===== config.mk =====
export PLATFORM = sky130hd
export DESIGN_NAME = golden_nonce_tx
export DESIGN_NICKNAME = d
export VERILOG_FILES = /design/src/rtl/golden_nonce_tx.sv
export SDC_FILE = /design/constraint.sdc
export NUM_CORES = 1
export LEC_CHECK = 0
export CAP_MARGIN = 20
export CORE_UTILIZATION = 35
export DETAILED_ROUTE_END_ITERATION = 10
export DONT_BUFFER_PORTS = 1
export PLACE_DENSITY_LB_ADDON = 0.12
export SLEW_MARGIN = 20
export SYNTH_ARGS = -nofsm -noshare
export SYNTH_HDL_FRONTEND = slang
export SYNTH_SLANG_ARGS = --single-unit

===== constraint.sdc =====
create_clock -name clk -period 6.4 [get_ports clk]
set_input_delay 1.28 -clock clk [delete_from_list [all_inputs] [get_ports clk]]
set_output_delay 1.28 -clock clk [all_outputs]
set_load 0.005 [all_outputs]

===== src/rtl/golden_nonce_tx.sv =====
// ============================================================================
// golden_nonce_tx : FIFO-buffered golden-nonce sender, 4 UART 8N1 bytes/word
// Revision 1.0
// ============================================================================
`timescale 1ns/1ps
`default_nettype none

module golden_nonce_tx #(
   parameter int CLKS_PER_BIT = 434,
   parameter int FIFO_LOG2    = 2
) (
   input  logic        clk,
   input  logic        reset_n,
   input  logic        nonce_valid,
   input  logic [31:0] nonce,
   output logic        TxD,
   output logic        busy,
   output logic        fifo_full,
   output logic [7:0]  drop_count
);

   localparam int DEPTH  = 1 << FIFO_LOG2;
   localparam int PW     = FIFO_LOG2 + 1;
   localparam int BAUD_W = (CLKS_PER_BIT > 1) ? $clog2(CLKS_PER_BIT) : 1;
   localparam logic [BAUD_W-1:0] BAUD_LAST = BAUD_W'(CLKS_PER_BIT - 1);
   localparam logic [PW-1:0]     FULL_XOR  = {1'b1, {(PW-1){1'b0}}};

   typedef enum logic [1:0] {IDLE, START, DATA, STOP} state_t;

   state_t              state, state_n;
   logic [BAUD_W-1:0]   baud, baud_n;
   logic [2:0]          bit_idx, bit_n;
   logic [1:0]          byte_idx, byte_n;
   logic [31:0]         word, word_n;
   logic                tx_n;

   logic [31:0]         mem [DEPTH];
   logic [PW-1:0]       wr_ptr, rd_ptr, wr_ptr_n, rd_ptr_n;
   logic                empty, full, pop, push, drop;

   assign empty = (wr_ptr == rd_ptr);
   assign full  = ((wr_ptr ^ rd_ptr) == FULL_XOR);
   // A pop in the same cycle frees a slot, so a full FIFO can still accept.
   assign push  = nonce_valid && (!full || pop);
   assign drop  = nonce_valid && !push;
   assign wr_ptr_n = wr_ptr + PW'(push);
   assign rd_ptr_n = rd_ptr + PW'(pop);

   always_comb begin
      state_n = state;
      baud_n  = baud + BAUD_W'(1);
      bit_n   = bit_idx;
      byte_n  = byte_idx;
      word_n  = word;
      pop     = 1'b0;
      case (state)
         IDLE: begin
            baud_n = '0;
            if (!empty) begin
               pop     = 1'b1;
               word_n  = mem[rd_ptr[PW-2:0]];
               byte_n  = 2'd0;
               state_n = START;
            end
         end
         START: begin
            if (baud == BAUD_LAST) begin
               baud_n  = '0;
               bit_n   = 3'd0;
               state_n = DATA;
            end
         end
         DATA: begin
            if (baud == BAUD_LAST) begin
               baud_n = '0;
               if (bit_idx == 3'd7) state_n = STOP;
               else                 bit_n   = bit_idx + 3'd1;
            end
         end
         STOP: begin
            if (baud == BAUD_LAST) begin
               baud_n = '0;
               if (byte_idx == 2'd3) begin
                  state_n = IDLE;
               end else begin
                  byte_n  = byte_idx + 2'd1;
                  state_n = START;
               end
            end
         end
         default: state_n = IDLE;
      endcase
      // Line level follows the next state so TxD changes on the same edge as the FSM.
      case (state_n)
         START:   tx_n = 1'b0;
         DATA:    tx_n = word_n[{byte_n, bit_n}];
         default: tx_n = 1'b1;
      endcase
   end

   always_ff @(posedge clk or negedge reset_n) begin
      if (!reset_n) begin
         state      <= IDLE;
         baud       <= '0;
         bit_idx    <= 3'd0;
         byte_idx   <= 2'd0;
         word       <= 32'd0;
         TxD        <= 1'b1;
         wr_ptr     <= '0;
         rd_ptr     <= '0;
         busy       <= 1'b0;
         fifo_full  <= 1'b0;
         drop_count <= 8'd0;
      end else begin
         state     <= state_n;
         baud      <= baud_n;
         bit_idx   <= bit_n;
         byte_idx  <= byte_n;
         word      <= word_n;
         TxD       <= tx_n;
         wr_ptr    <= wr_ptr_n;
         rd_ptr    <= rd_ptr_n;
         busy      <= (state_n != IDLE) || (wr_ptr_n != rd_ptr_n);
         fifo_full <= ((wr_ptr_n ^ rd_ptr_n) == FULL_XOR);
         if (drop && (drop_count != 8'hFF))
            drop_count <= drop_count + 8'd1;
      end
   end

   always_ff @(posedge clk) begin
      if (push)
         mem[wr_ptr[PW-2:0]] <= nonce;
   end

endmodule

`default_nettype wire


# Yosys cells after proc, flatten, opt, wreduce, memory -nomap -nowiden
# Memories as Yosys holds them, arrays and structs flattened.
# Cells that the tools add are included.
[word_totals]
register_bits = 65
latch_bits = 0
ramBits = 128
romBits = 0
input_bits = 35
output_inout_bits = 11
elab_cells = 70
n_memories = 1
[op_classes]
n_addsub = 6
n_mul = 0
div_mod_pow = 0
n_lt_le_gt_ge = 1
n_eq_ne = 13
shift = 0
n_mux = 26
n_bitwise = 2
reduce_logical = 10
[mem_list]
columns = ["name", "words", "width", "rd", "rd_ports_with_merged_regs", "wr", "line", "source"]
rows = [
  ["mem", 4, 32, 1, 0, 1, "37", "logic [31:0] mem [DEPTH];"],
]
[ops]
columns = ["op", "n"]
rows = [
  ["$mux 32", 2],
  ["$pmux 9 s2", 1],
  ["$mux 2", 8],
  ["$add 9x1->9 const B", 1],
  ["$eq 3x3->1 const B", 3],
  ["$eq 9x9->1 const B", 1],
  ["$mux 3", 3],
  ["$mux 9", 1],
  ["$add 8x1->8 const B", 1],
  ["$eq 2x2->1 const B", 4],
  ["$ne 8x8->1 const B", 1],
  ["$pmux 2 s4", 1],
  ["$add 3x1->3", 2],
  ["$lt 5x6->1 const B", 1],
  ["$mux 1", 6],
  ["$pmux 3 s2", 1],
  ["$xor 3x3->3", 2],
  ["$bmux 1 s5", 1],
  ["$eq 2x1->1 const B", 2],
  ["$pmux 2 s2", 1],
  ["$add 3x1->3 const B", 1],
  ["$eq 3x3->1", 1],
  ["$logic_and 1x1->1", 3],
  ["$ne 3x3->1", 1],
  ["7 further kinds", 9],
]

# Longest topological paths before layout
[logic_depth]
ltp_word = 8
ltp_mapped = 12

# Worst setup path before layout
# Ideal clock, no wire load.
[synth_path]
path_type = "input to register"
start = "in nonce_valid"
end = "mem mem[0][0], enable pin"
arrival_ps = 3938
required_ps = 5932
path_slack_ps = 1994
stages = 2
path_cell_list = "nor2b_1 > nor3b_1"
[synth_via]
elab_chain_cells = 3
[synth_lines]
columns = ["element", "line", "source"]
rows = [
  ["start: declaration", "14", "input logic nonce_valid,"],
  ["$logic_and 1x1->1", "44", "assign push = nonce_valid && (!full || pop);"],
  ["$mux 1", "131", "if (push)"],
  ["$mux 1 (implied by the code)", "132", "mem[wr_ptr[PW-2:0]] <= nonce;"],
  ["end: declaration", "37", ""],
]
# No other way between the ends.

# Final worst setup path
[layout_path]
start = "reg rd_ptr[0]"
end = "reg TxD"
[layout_via]
elab_chain_cells = 6
[layout_lines]
columns = ["element", "line", "source"]
rows = [
  ["start: declaration", "38", "logic [PW-1:0] wr_ptr, rd_ptr, wr_ptr_n, rd_ptr_n;"],
  ["start signal: assignment", "122", "rd_ptr <= rd_ptr_n;"],
  ["$mem_v2 4x32 or $eq 3x3->1 (tied branches)", "-", ""],
  ["$mux 32 (*)", "59", "if (!empty) begin"],
  ["$mux 32 (*)", "56", "case (state)"],
  ["via word_n[19]", "34", "logic [31:0] word, word_n;"],
  ["$bmux 1 s5 (*)", "96", "DATA: tx_n = word_n[{byte_n, bit_n}];"],
  ["$mux 1 (implied by the code) (*)", "96", ""],
  ["$pmux 1 s2 (*)", "94", "case (state_n)"],
  ["via tx_n", "35", "logic tx_n;"],
  ["end signal: assignment", "120", "TxD <= tx_n;"],
  ["end: declaration", "16", "output logic TxD,"],
]
# The timed path passes the listed nets; every way through them passes the cells marked *. The select of a mux whose other input is x is not followed.
# A chain may end at the register's enable or synchronous reset.

==> results.py <==
metrics = {
    "critical_path": {
        "worst_setup_path_start_kind": "flip-flop",
        "r2r_end": "TxD",
        "crit_fanout": 34,
        "r2r_start": "rd_ptr[0]",
        "required_ps": 6770,
        "worstSetupStartpoint": "rd_ptr[0]",
        "critical_path_arrival_ps": 4410,
        "r2r_slack_ps": 2350,
        "endpoint": "TxD",
        "r2r_cells": 10,
        "end_kind": "flip-flop",
        "crit_type": "flip-flop to flip-flop",
    },
    "floorplanning": {
        "rows": 54,
        "die-area_um2": 23400,
        "pin_count": 46,
        "start_util_pct": 36.1,
        "die_height_um": 153,
        "core_um2": 22100,
        "die_x_um": 153,
    },
    "route": {
        "top_layer": "met4",
        "first_pass_iters": 4,
        "dr_wl_met2_mm": 7.00,
        "drt-met1-wl_mm": 6.34,
        "drt-total-wl_mm": 14.2,
        "drt_iter0_drc": 178,
        "via_per_inst": 5.02,
        "drtAntennaViolNets": 0,
        "wl_per_cell_um": 18.8,
        "route.met3.wl_um": 570,
        "drc": 0,
        "num_vias": 3777,
    },
    "final_layout": {
        "antenna_cells": 0,
        "fin_util_pct": 40.5,
        "drive_gt1_share_pct": 24.2,
        "area_growth_pct": 12.3,
        "design.final.nets": 507,
    },
    "place": {
        "place_congestion": 0.709,
        "dp_hpwl_mm": 8.62,
        "dp_slack_ps": 2230,
        "io_buffer_count": 0,
    },
    "grt": {
        "grt_pass1_wl_mm": 22.6,
        "grt.total_usage_pct": 13.0,
        "overflow": 0,
        "grt_pass1_vias": 4088,
        "antenna_found_initial": 0,
        "grt_max_degree": 66,
    },
    "yosys": {
        "async_reset_ff_share_pct": 33.7,
        "synth-seq-cells": 193,
        "synth_edf_count": 128,
        "synth_top_cell_by_area": "edfxtp_1",
        "synth.avg_cell_area_um2": 17.9,
        "synth_flop_cell": "edfxtp_1",
        "yosysSeqAreaShare_pct": 68.6,
        "yosysWarningCount": 0,
        "synth.area.top_cells": "edfxtp_1 (48%), dfrtp_1 (20%), mux4_2 (8.5%)",
        "synthCells": 446,
        "ys_types": 62,
        "synth_top_cell_area_share_pct": 48.2,
        "synth_area_um2": 7970,
        "synth_nets": 494,
    },
    "cts": {
        "clkTransAtPathRegs_ps": 70,
        "clockBufferDepth": 2,
        "post_cts_resized": 0,
        "cts_tree": "done",
        "numCtsBuffers": 17,
        "cts_sinks": 193,
        "post_cts_buffers": 0,
        "clock-root-buffer": "clkbuf_16",
        "cts_hold_buf": 0,
        "htree_levels": 4,
        "clock_latency_ps": 440,
    },
    "power_and_ir_drop": {
        "vdd_drop_max_mv": 0.192,
        "p_leak_uw": 0.00332,
        "finalPower_uw": 4210,
        "p_per_area_nw_per_um2": 470,
    },
    "sta": {
        "worst_slack_ps": 2350,
        "worst_pin_slew_ps": 938,
        "relSlewSlack_pct": 37.5,
        "setup_viol_count_final": 0,
        "skew_ps": 12.5,
        "max_freq_mhz": 247,
        "holdWs_ps": 491,
        "hold_viol": 0,
        "maxSlewViolCount": 0,
        "finalCriticalPeriod_ps": 4050,
        "rsz0062_at_grt": "false",
        "final.period_utilization_pct": 63.2,
        "fin_tns_setup_ps": 0,
    },
    "worst_hold_path": {
        "min_path_type": "flip-flop to flip-flop",
    },
    "status": {
        "status": "complete, no violations",
    },
    "job": {
        "maxCapViolCount": 0,
    },
}
## registers in the layout, summed over array words and instances, names as in the netlist, 2 cells and up
name        flops
byte_idx        2
state           2
rd_ptr          3
word           32
drop_count      8
bit_idx         3
wr_ptr          3
baud            9
mem           128
## per-layer routing
metal	track usage [%]	up-vias
li1	-	1746
met3	4.39	16
met4	4.62	0
met2	21.7	57
met1	15.8	1958
met5	0	-
## critical path: stages, from the launching register on
cell	delay, ps
dfrtp_2	350
buf_4	570
xor2_2	250
o31ai_4	790
buf_4	400
mux2_2	380
mux2i_1	170
nor3_1	60
or4_1	500
or3_1	300
and4_1	200
## cell families after synthesis
logic type,count (synthesis),synth area share (%)
flip-flops,193,68.6
adder cells (fa/ha/maj),13,2.04
AO/OA/AOI/OAI,28,3.23
buffers and inverters,29,1.93
multiplexers,82,15.9
AND/OR/NAND/NOR,80,5.66
XOR/XNOR,21,2.59
## cell type report
type                    instances  area [um2]
repair buffers                  8        60.1
fillers                      1996       13100
flip-flops and latches        193        5470
multi-input cells             224        2390
well taps                     280         350
clock buffers                  17         425
clock inverters                15         204
inverters                      15        56.3
## where the power goes
part	internal, uW	switching (uW)	leakage (uW)
combinational	615	709	0.00103
sequential	1690	105	0.00198
clock	570	525	0.000301
## cell usage in the layout, fill, tap and decap left out, drive strengths merged, types with 3 or more instances in the layout
cell type,instances
mux2,33
a21oi,4
nand2,20
edfxtp,128
or3,4
clkinv,6
clkbuf,17
ha,13
nor2,21
xor2,10
nand3,6
buf,8
xnor2,11
inv,22
dfrtp,64
nand2b,3
o32ai,3
nor3,8
o21ai,5
mux4,32
mux2i,17
## synthesized netlist by cell type (all sizes together), types with 3 or more instances
cell,number
mux4,32
nand2b,3
nand3,6
a21oi,4
nor2,21
mux2i,17
or3,4
mux2,33
ha,13
o21ai,5
o32ai,3
clkbuf,3
buf,11
edfxtp,128
dfrtp,64
xnor2,11
xor2,10
nor3,8
inv,15
nand2,20
## per-stage QoR
stage               instances  cell area (um2)
global route              752             8950
global placement          720             8330
CTS                       752             8950
floorplan                 446             7970
finish                    752             8950
detailed placement        720             8330
## how the worst min path moves through the flow
stage,from,to,cells past startpoint
4_1_cts,word[17],word[17],1
3_3_place_gp,word[17],word[17],1
5_1_grt,reset_n,word[30],0
6_report,word[25],word[25],1
3_5_place_dp,word[16],word[16],1
2_1_floorplan,baud[0],baud[0],1
Note: power is estimated with default switching activity, not from simulation.
